## src/rtl/sync_up_counter_pkg.sv

```systemverilog
// ============================================================================
// Module   : sync_up_counter_pkg
// Brief    : Shared state type and default widths for the up/down counters.
// Revision : 1.0 - initial release
// ============================================================================
`default_nettype none

package sync_up_counter_pkg;

  localparam int DEF_WIDTH = 4;
  localparam int DEF_WRAPW = 8;

  typedef enum logic [0:0] {
    COUNT = 1'b0,
    HOLD  = 1'b1
  } state_e;

endpackage

`default_nettype wire

```

## src/rtl/sync_up_counter_sat_inc.sv

```systemverilog
// ============================================================================
// Module   : sync_up_counter_sat_inc
// Brief    : Saturating incrementer; sticks at all-ones instead of rolling over.
// Revision : 1.0 - initial release
// ============================================================================
`default_nettype none

module sync_up_counter_sat_inc #(
  parameter int W = 8
) (
  input  logic [W-1:0] in_val,
  input  logic         inc,
  output logic [W-1:0] out_val
);

  always_comb begin
    out_val = in_val;
    if (inc && (in_val != {W{1'b1}})) begin
      out_val = in_val + W'(1);
    end
  end

endmodule

`default_nettype wire

```

## src/rtl/sync_up_counter.sv

```systemverilog
// ============================================================================
// Module   : sync_up_counter
// Brief    : Up counter to a programmable MAX with free-run/one-shot modes,
//            load, clear, terminal-count strobe and saturating wrap count.
// Revision : 1.0 - initial release
// ============================================================================
`default_nettype none

module sync_up_counter
  import sync_up_counter_pkg::*;
#(
  parameter int WIDTH = DEF_WIDTH,
  parameter int MAX   = 2**WIDTH - 1,
  parameter int WRAPW = DEF_WRAPW
) (
  input  logic             clk,
  input  logic             rst,
  input  logic             en,
  input  logic             clr,
  input  logic             load,
  input  logic [WIDTH-1:0] load_val,
  input  logic             oneshot,
  output logic [WIDTH-1:0] out,
  output logic             tc,
  output logic             done,
  output logic [WRAPW-1:0] wraps
);

  localparam logic [WIDTH-1:0] MAX_V = MAX[WIDTH-1:0];

  state_e             state_q, state_d;
  logic [WIDTH-1:0]   cnt_q, cnt_d;
  logic               done_q, done_d;
  logic [WRAPW-1:0]   wraps_q, wraps_d;
  logic [WRAPW-1:0]   wraps_inc;
  logic               wrap_evt;
  logic               at_max;

  assign at_max = (cnt_q == MAX_V);

  // State register
  always_ff @(posedge clk or posedge rst) begin
    if (rst) begin
      state_q <= COUNT;
    end else begin
      state_q <= state_d;
    end
  end

  // Next-state logic: clr > load > en
  always_comb begin
    state_d = state_q;
    if (clr || load) begin
      state_d = COUNT;
    end else if (en && (state_q == COUNT) && at_max && oneshot) begin
      state_d = HOLD;
    end
  end

  // Output logic; tc flags the cycle whose edge will wrap or finish
  always_comb begin
    tc    = en & at_max & (state_q == COUNT) & ~clr & ~load;
    out   = cnt_q;
    done  = done_q;
    wraps = wraps_q;
  end

  always_comb begin
    cnt_d    = cnt_q;
    done_d   = done_q;
    wrap_evt = 1'b0;
    if (clr) begin
      cnt_d  = '0;
      done_d = 1'b0;
    end else if (load) begin
      cnt_d  = (load_val > MAX_V) ? MAX_V : load_val;
      done_d = 1'b0;
    end else if (en && (state_q == COUNT)) begin
      if (!at_max) begin
        cnt_d = cnt_q + WIDTH'(1);
      end else if (!oneshot) begin
        cnt_d    = '0;
        wrap_evt = 1'b1;
      end else begin
        done_d = 1'b1;
      end
    end
  end

  sync_up_counter_sat_inc #(
    .W (WRAPW)
  ) u_wrap_inc (
    .in_val  (wraps_q),
    .inc     (wrap_evt),
    .out_val (wraps_inc)
  );

  always_comb begin
    wraps_d = clr ? '0 : wraps_inc;
  end

  always_ff @(posedge clk or posedge rst) begin
    if (rst) begin
      cnt_q   <= '0;
      done_q  <= 1'b0;
      wraps_q <= '0;
    end else begin
      cnt_q   <= cnt_d;
      done_q  <= done_d;
      wraps_q <= wraps_d;
    end
  end

endmodule

`default_nettype wire

```

## config.mk

```make
export PLATFORM = sky130hd
export DESIGN_NAME = sync_up_counter
export DESIGN_NICKNAME = d
export VERILOG_FILES = /design/src/rtl/sync_up_counter_pkg.sv /design/src/rtl/sync_up_counter_sat_inc.sv /design/src/rtl/sync_up_counter.sv
export SDC_FILE = /design/constraint.sdc
export NUM_CORES = 1
export LEC_CHECK = 0
export CAP_MARGIN = 20
export CORE_MARGIN = 4
export CORE_UTILIZATION = 50
export DETAILED_ROUTE_END_ITERATION = 10
export PLACE_DENSITY = 0.83
export SETUP_SLACK_MARGIN = 0.1
export SLEW_MARGIN = 20
export SYNTH_ARGS = -nofsm -noshare
export SYNTH_HDL_FRONTEND = slang
export SYNTH_HIERARCHICAL = 1
export SYNTH_SLANG_ARGS = --single-unit
```

## constraint.sdc

```tcl
create_clock -name clk -period 6.3 [get_ports clk]
set_input_delay 1.89 -clock clk [delete_from_list [all_inputs] [get_ports clk]]
set_output_delay 1.89 -clock clk [all_outputs]
set_load 0.01 [all_outputs]
```

==> results of run 1 <==
[report_power, final]
group          leakage [nW]  internal (W)  total (W)  switching, W
Sequential            0.191     0.0000918  0.0000951    0.00000336
Clock                0.0210     0.0000352  0.0000672     0.0000320
Combinational         0.276     0.0000146  0.0000276     0.0000130
[critical path, cell delays in order]
cell             delay (ns)
clkdlybuf4s50_1        0.55
nor2b_4                0.23
nand2_1                0.09
nor3_1                 0.14
clkdlybuf4s50_1        0.57
[flip-flops by register name (all words and copies together) (netlist names)]
signal,count
wraps,8
state_q,1
out,4
done,1
[cells in the mapped netlist, types with 2 or more instances]
master | instances | area (µm²)
ha_1 | 2 | 25.0
o21ai_1 | 2 | 10.0
a211oi_1 | 2 | 15.0
and4_1 | 2 | 17.5
nand3_1 | 2 | 10.0
nor2b_1 | 10 | 62.6
a2111oi_2 | 2 | 30.0
a21oi_1 | 6 | 30.0
buf_2 | 2 | 10.0
xnor2_1 | 4 | 35.0
and3_1 | 2 | 12.5
a31oi_1 | 2 | 12.5
nor3_1 | 3 | 15.0
dfrtp_1 | 14 | 350
inv_1 | 5 | 18.8
and4_4 | 2 | 22.5
o211ai_1 | 2 | 15.0
nor2_1 | 2 | 7.51
nand2_1 | 4 | 15.0
[stage by stage]
stage	worst slack (ns)	cells	total power [W]
finish	0.941	128	0.000190
global route	0.796	128	0.000199
CTS	0.937	128	0.000192
detailed placement	0.936	124	0.000124
global placement	0.964	124	0.000124
floorplan	2.04	86	0.000110
[final timing paths]
path                                    start                 end  slack [ns]
hold reg to reg              done$_DFFE_PP0P_    done$_DFFE_PP0P_        0.59
hold / removal               done$_DFFE_PP0P_    done$_DFFE_PP0P_        0.59
setup reg to reg           out[0]$_DFFE_PP0P_  wraps[6]$_DFF_PP0_        3.87
max in group asynchronous                 rst  wraps[5]$_DFF_PP0_        4.01
min in group asynchronous                 rst  out[0]$_DFFE_PP0P_        1.92
setup / recovery                           en                  tc        0.94
[layout make-up]
type,instances,share of cell area [%]
Multi-Input combinational cell,65,42.8
Sequential cell,14,30.2
Timing Repair Buffer,24,20.5
Clock buffer,4,3.13
Tap cell,16,1.73
Inverter,5,1.62
[kinds of logic (layout without fill, tap and decap cells)]
kind of cell               count (synthesis)  after routing
and+or+nand+nor                           34             34
adders and majority gates                  2              2
DFF                                       14             14
xor gates and xnor gates                   4              4
AOI/OAI and AO/OA                         23             23
muxes                                      2              2
buffers and inverters                      7             33
[per-layer routing]
metal / part of all wire, % / global-route usage (%) / wire length (µm)
met1: 46 / 23.5 / 876
met2: 45 / 26.0 / 845
met3: 7.6 / 3.92 / 144
met4: 1.6 / 5.99 / 31
met5: 0 / 0 / 0
==> results.cfg, run 1 <==
[run_status]
outcome = completed

[placement]
dpl_cell_area_um2 = 1120
place_hpwl_mm = 1.37
gp_congestion = 0.855
placement.io_buffers = 23

[global_route]
grt_max_degree = 17
antenna_found_initial = 0
grt-ovfl-total = 0
grt_pass1_vias = 731
grt_use_total_pct = 17.0
grt_pass1_wl_mm = 3.30

[layout]
most-common-layout-cells = clkdlybuf4s50_1, dfrtp_1, nor2b_1
layout_commonest_cell = clkdlybuf4s50_1
synthToLayoutAreaGrowth_pct = 32.4
multi_input_area_um2 = 497
fin_nets = 125
final_core_util_pct = 73.6
finalInstanceArea_um2 = 1160
antenna_cells = 0
final_layout_size_suffix_gt1_share_pct = 14.3
fill_cells = 118
seqCellArea_um2 = 350

[timing]
fin_crit_ns = 5.36
period_share_pct = 85.1
finalSetupTns_ns = 0
setup_violations = 0
finClkSkew_ns = 0.0113
slew_headroom_pct = 57.3
slew_violations = 0
hold-worst-slack_ns = 0.590
hold_violations = 0
rsz0062_at_grt = no
tightest_slew_ns = 0.634
max_freq_ghz = 0.187

[power]
power_density_nw_per_um2 = 164
ir_drop_uv = 121
p_leak_nw = 0.488

[floorplan]
die_area_um2 = 2490
start_util_pct = 55.6
die_w_um = 49.9
die_h_um = 49.9
row_count = 14
num_io_pins = 24
core_area_um2 = 1580

[route]
num_vias = 765
wire_per_inst_um = 14.8
first_iter_violations = 30
ant_nets = 0
drt_pass1_iterations = 4
drt-total-wl_mm = 1.90
remaining_drc_errors = 0
via_per_inst = 5.98

[synthesis]
ys_seq_elements = 14
synth-seq-area-share_pct = 40.0
syn_avg_cell_area_um2 = 10.2
syn_nets = 98
synth_xor_area_share_pct = 4.00
synth_compound_area_share_pct = 20.7
yosysWarnings = 6
yosys.area_share.simple_pct = 26.6
synth_ff_type = dfrtp_1
synth_edf_count = 0
synth_mux_area_share_pct = 2.57
synthAdderAreaFrac_pct = 2.86
synth_top_family_by_area = simple AND/OR/NAND/NOR gates
async_flop_share_pct = 100
syn_area_um2 = 876
synth_cells = 86
synth.distinct_cells = 35

[setup_path]
start_kind = input port
cp-end-kind = primary output
critPathArrivalTime_ns = 3.47
crit_fanout = 5
required_ns = 4.41
crit_type = input port to primary output
r2r_cells = 8

[clock_tree]
postCtsHoldBufs = 0
cts_tree = done
clk_pin_slew_ns = 0.10
cts-root-buf = clkbuf_4
cts.repair.resized = 0
clock_latency_ns = 0.29
htree_levels = 1
cts_buffers = 3
clock_sinks = 14
cts_buffer_depth = 2
post_cts_buffers = 0

[flow_run]
cap_violations = 0

[hold_path]
hold_depth = 2
hold_class = flip-flop to flip-flop
No activity file was read; power rests on OpenSTA's default activity.
==> inputs of run 2 (changes only) <==
REMOVE_ABC_BUFFERS = 1   (was default)
==> run 2 against run 1 <==
Highest routed layer unchanged. Count of clock-buffer cells in the layout did not move. Critical path depth is the same. Design area did not move. Clock power is 4.5% lower. Worst setup slack better by 0.0084 ns. Sequential power hardly changed. Routed wire length fell by 2.2%. Largest power group unchanged.
==> results.cfg, run 2 (synthesized netlist as in run 1, its figures left out) <==
[route]
wire_per_inst_um = 14.5
via_per_inst = 6.01
drt-total-wl_mm = 1.86
ant_nets = 0
remaining_drc_errors = 0
first_iter_violations = 16
num_vias = 769
drt_pass1_iterations = 4

[clock_tree]
cts.repair.resized = 0
clock_sinks = 14
clk_pin_slew_ns = 0.08
post_cts_buffers = 0
clock_latency_ns = 0.28
cts_buffers = 3
htree_levels = 1
cts_tree = done
cts_buffer_depth = 2
postCtsHoldBufs = 0
cts-root-buf = clkbuf_4

[floorplan]
die_area_um2 = 2490
die_h_um = 49.9
row_count = 14
num_io_pins = 24
start_util_pct = 55.6
core_area_um2 = 1580
die_w_um = 49.9

[layout]
fin_nets = 125
final_layout_size_suffix_gt1_share_pct = 14.3
synthToLayoutAreaGrowth_pct = 32.4
most-common-layout-cells = clkdlybuf4s50_1, dfrtp_1, nor2b_1
layout_commonest_cell = clkdlybuf4s50_1
final_core_util_pct = 73.6
antenna_cells = 0
largest_register_ffs = 8
fill_cells = 121

[placement]
placement.io_buffers = 23
gp_congestion = 0.796
place_hpwl_mm = 1.34

[timing]
max_freq_ghz = 0.187
finalSetupTns_ns = 0
fin_crit_ns = 5.35
slew_headroom_pct = 54.1
setup_violations = 0
hold_violations = 0
hold-worst-slack_ns = 0.589
slew_violations = 0
rsz0062_at_grt = no
tightest_slew_ns = 0.682
period_share_pct = 84.9
finClkSkew_ns = 0.00360

[power]
seqPwrFrac_pct = 50.9
ir_drop_uv = 114
p_leak_nw = 0.488
power.share.combinational_pct = 14.7
p_switching_w = 0.0000455
p_clk_share_pct = 34.3
power_density_nw_per_um2 = 161
swShare_pct = 24.3
p_int_w = 0.000142

[global_route]
antenna_found_initial = 0
grt-ovfl-total = 0
grt_pass1_vias = 710
grt_use_total_pct = 16.6
grt_max_degree = 17
grt_pass1_wl_mm = 3.16

[run_status]
outcome = completed

[hold_path]
hold_depth = 2
hold_class = flip-flop to flip-flop

[setup_path]
crit_fanout = 5
start_kind = input port
crit_top_cell = clkdlybuf4s50_1
slowest_stage = clkdlybuf4s50_1
required_ns = 4.41
critPathArrivalTime_ns = 3.46
crit_chain = clkdlybuf4s50_1, nor2b_4, nand2_1, nor3_1, clkdlybuf4s50_1
crit_type = input port to primary output
r2r_cells = 8
cp-end-kind = primary output
critPathMaxStageDelay_ns = 0.57

[flow_run]
cap_violations = 0
run 2: cell counts in the layout (fill, tap and decap cells not counted):
No cell type changed its count.
run 2: through the flow:
stage,instance area (µm²),worst slack [ns],cells,power (W)
2_1_floorplan,866,2.04,84,0.000108
3_3_place_gp,1120,0.996,124,0.000124
3_5_place_dp,1120,0.978,124,0.000124
4_1_cts,1160,0.944,128,0.000190
5_1_grt,1160,0.843,128,0.000199
6_report,1160,0.949,128,0.000187
run 2: path summary, 6_finish.rpt:
path	endpoint	from	slack, ns
setup / recovery	tc	en	0.95
min in group asynchronous	wraps[0]$_DFF_PP0_	rst	1.94
hold reg to reg	done$_DFFE_PP0P_	done$_DFFE_PP0P_	0.59
max in group asynchronous	out[1]$_DFFE_PP0P_	rst	4.01
setup reg to reg	wraps[6]$_DFF_PP0_	out[0]$_DFFE_PP0P_	3.76
hold / removal	done$_DFFE_PP0P_	done$_DFFE_PP0P_	0.59
run 2: power by group through the flow:
stage                     logic (W)  clock network (W)  registers (W)
after floorplan           0.0000113                  0      0.0000970
final                     0.0000275          0.0000642      0.0000953
after global placement    0.0000272                  0      0.0000967
after CTS                 0.0000279          0.0000673      0.0000951
after detailed placement  0.0000276                  0      0.0000969
after global routing      0.0000300          0.0000733      0.0000955
run 2: cell type report:
class / instances / area (µm²) / area share [%]
Multi-Input combinational cell: 65 / 497 / 42.8
Sequential cell: 14 / 350 / 30.2
Tap cell: 16 / 20.0 / 1.73
Timing Repair Buffer: 24 / 238 / 20.5
Inverter: 5 / 18.8 / 1.62
Clock buffer: 4 / 36.3 / 3.13
run 2: critical path, delay by kind of cell:
family | cells | cell delay (ns)
buffers and inverters | 2 | 1.12
and+or+nand+nor | 3 | 0.46
run 2: metal layers:
layer	vias up	global-route usage [%]	wire, µm
met5	-	0	0
met4	0	6.91	26
met3	4	4.52	101
met2	28	25.8	841
met1	362	21.6	886
li1	375	-	-
==> inputs of run 3 (changes only) <==
CORE_UTILIZATION = 42   (was 50)
PLACE_DENSITY = 0.74   (was 0.83)
clock period = 4.36 ns   (was 6.3 ns; I/O delays follow)
==> run 3 against run 2 <==
Combinational power rose by 51%. Worst hold slack got worse by 0.0062 ns. Clock power rose by 47%. Non-clock buffer count rose by 2. Register-to-register slack got worse by 1.9 ns. Critical endpoint unchanged. First-iteration DRC count fell by 31%. Global-route usage fell by 0.97 points. Highest routed layer is now met3.
==> results.cfg, run 3 (synthesized netlist as in run 1, its figures left out) <==
[run_status]
outcome = completed

[floorplan]
start_util_pct = 44.6
die_w_um = 53.7
die_h_um = 53.7
row_count = 16
die_area_um2 = 2880
num_io_pins = 24
core_area_um2 = 1960

[clock_tree]
clock_latency_ns = 0.28
cts_buffer_depth = 2
post_cts_buffers = 0
cts_buffers = 3
clk_pin_slew_ns = 0.09
postCtsHoldBufs = 0
cts-root-buf = clkbuf_4
cts.repair.resized = 0
htree_levels = 1
clock_sinks = 14
cts_tree = done

[global_route]
grt_max_degree = 16
grt_pass1_wl_mm = 3.32
antenna_found_initial = 0
grt_use_total_pct = 15.6
grt_pass1_vias = 790
grt-ovfl-total = 0

[route]
ant_nets = 0
wire_per_inst_um = 14.0
drt-total-wl_mm = 1.97
remaining_drc_errors = 0
via_per_inst = 5.62
first_iter_violations = 11
drt_pass1_iterations = 4
num_vias = 792

[timing]
finalSetupTns_ns = 0
rsz0062_at_grt = no
max_freq_ghz = 0.244
period_share_pct = 93.9
finClkSkew_ns = 0.00195
hold_violations = 0
slew_headroom_pct = 54.6
fin_crit_ns = 4.09
slew_violations = 0
tightest_slew_ns = 0.675
setup_violations = 0

[power]
p_leak_nw = 0.498
ir_drop_uv = 122
power_density_nw_per_um2 = 230

[flow_run]
cap_violations = 0

[setup_path]
critPathArrivalTime_ns = 2.78
start_kind = input port
crit_fanout = 5
cp-end-kind = primary output
crit_type = input port to primary output
required_ns = 3.05

[hold_path]
hold_class = flip-flop to flip-flop

[layout]
most-common-layout-cells = clkdlybuf4s50_1, dfrtp_1, nor2b_1
fin_cells = 141
final_layout_size_suffix_gt1_share_pct = 15.8
antenna_cells = 0
synthToLayoutAreaGrowth_pct = 35.7
fin_nets = 127
layout_commonest_cell = clkdlybuf4s50_1
largest_register_ffs = 8

[placement]
gp_congestion = 0.798
place_hpwl_mm = 1.48
place_inst = 137
placement.io_buffers = 23
## run 3: area by class of cell
class	instances	area (µm²)
sequential	14	350
timing repair buffer	26	253
clock buffer	4	36.3
fill	199	773
multi-input combinational	65	497
tap	27	33.8
inverter	5	18.8
## run 3: path summary, 6_finish.rpt
check | start | end | slack [ns] | depth (start not counted)
max | en | tc | 0.27 | 5
min | done$_DFFE_PP0P_ | done$_DFFE_PP0P_ | 0.58 | 2
max reg2reg | out[0]$_DFFE_PP0P_ | wraps[6]$_DFF_PP0_ | 1.87 | 8
min reg2reg | done$_DFFE_PP0P_ | done$_DFFE_PP0P_ | 0.58 | 2
max in group asynchronous | rst | wraps[3]$_DFF_PP0_ | 2.64 | 2
min in group asynchronous | rst | wraps[7]$_DFF_PP0_ | 1.37 | 2
## run 3: power by group
group          internal (W)  switching [W]  leakage (nW)
logic             0.0000222      0.0000192         0.285
registers          0.000133     0.00000517         0.191
clock network     0.0000507      0.0000436        0.0210
## run 3: per-stage QoR
step / setup WS (ns) / cell area, µm² / util (%) / power (W) / hold WS [ns]
after floorplan: 1.26 / 866 / - / 0.000157 / 0.580
after global placement: 0.230 / 1150 / 58.7 / 0.000182 / 0.566
after detailed placement: 0.224 / 1150 / 58.7 / 0.000182 / 0.569
after CTS: 0.225 / 1190 / 60.6 / 0.000277 / 0.592
after global routing: 0.171 / 1190 / 60.6 / 0.000289 / 0.612
final: 0.267 / 1190 / 60.6 / 0.000274 / 0.583
## run 3: metal layers
layer | global-route usage, % | vias up | share of wire, % | wire length (µm)
met5 | 0 | - | 0 | 0
met4 | 6.38 | 0 | 0 | 0
met3 | 3.60 | 0 | 5.6 | 110
met2 | 26.2 | 22 | 49 | 973
met1 | 19.0 | 393 | 45 | 888
li1 | - | 377 | - | -
## run 3: critical path: stages
cell and delay (ns):
clkdlybuf4s50_1 0.47, nor2b_4 0.19, nand2_1 0.08, nor3_1 0.16, clkdlybuf4s50_1 0.57
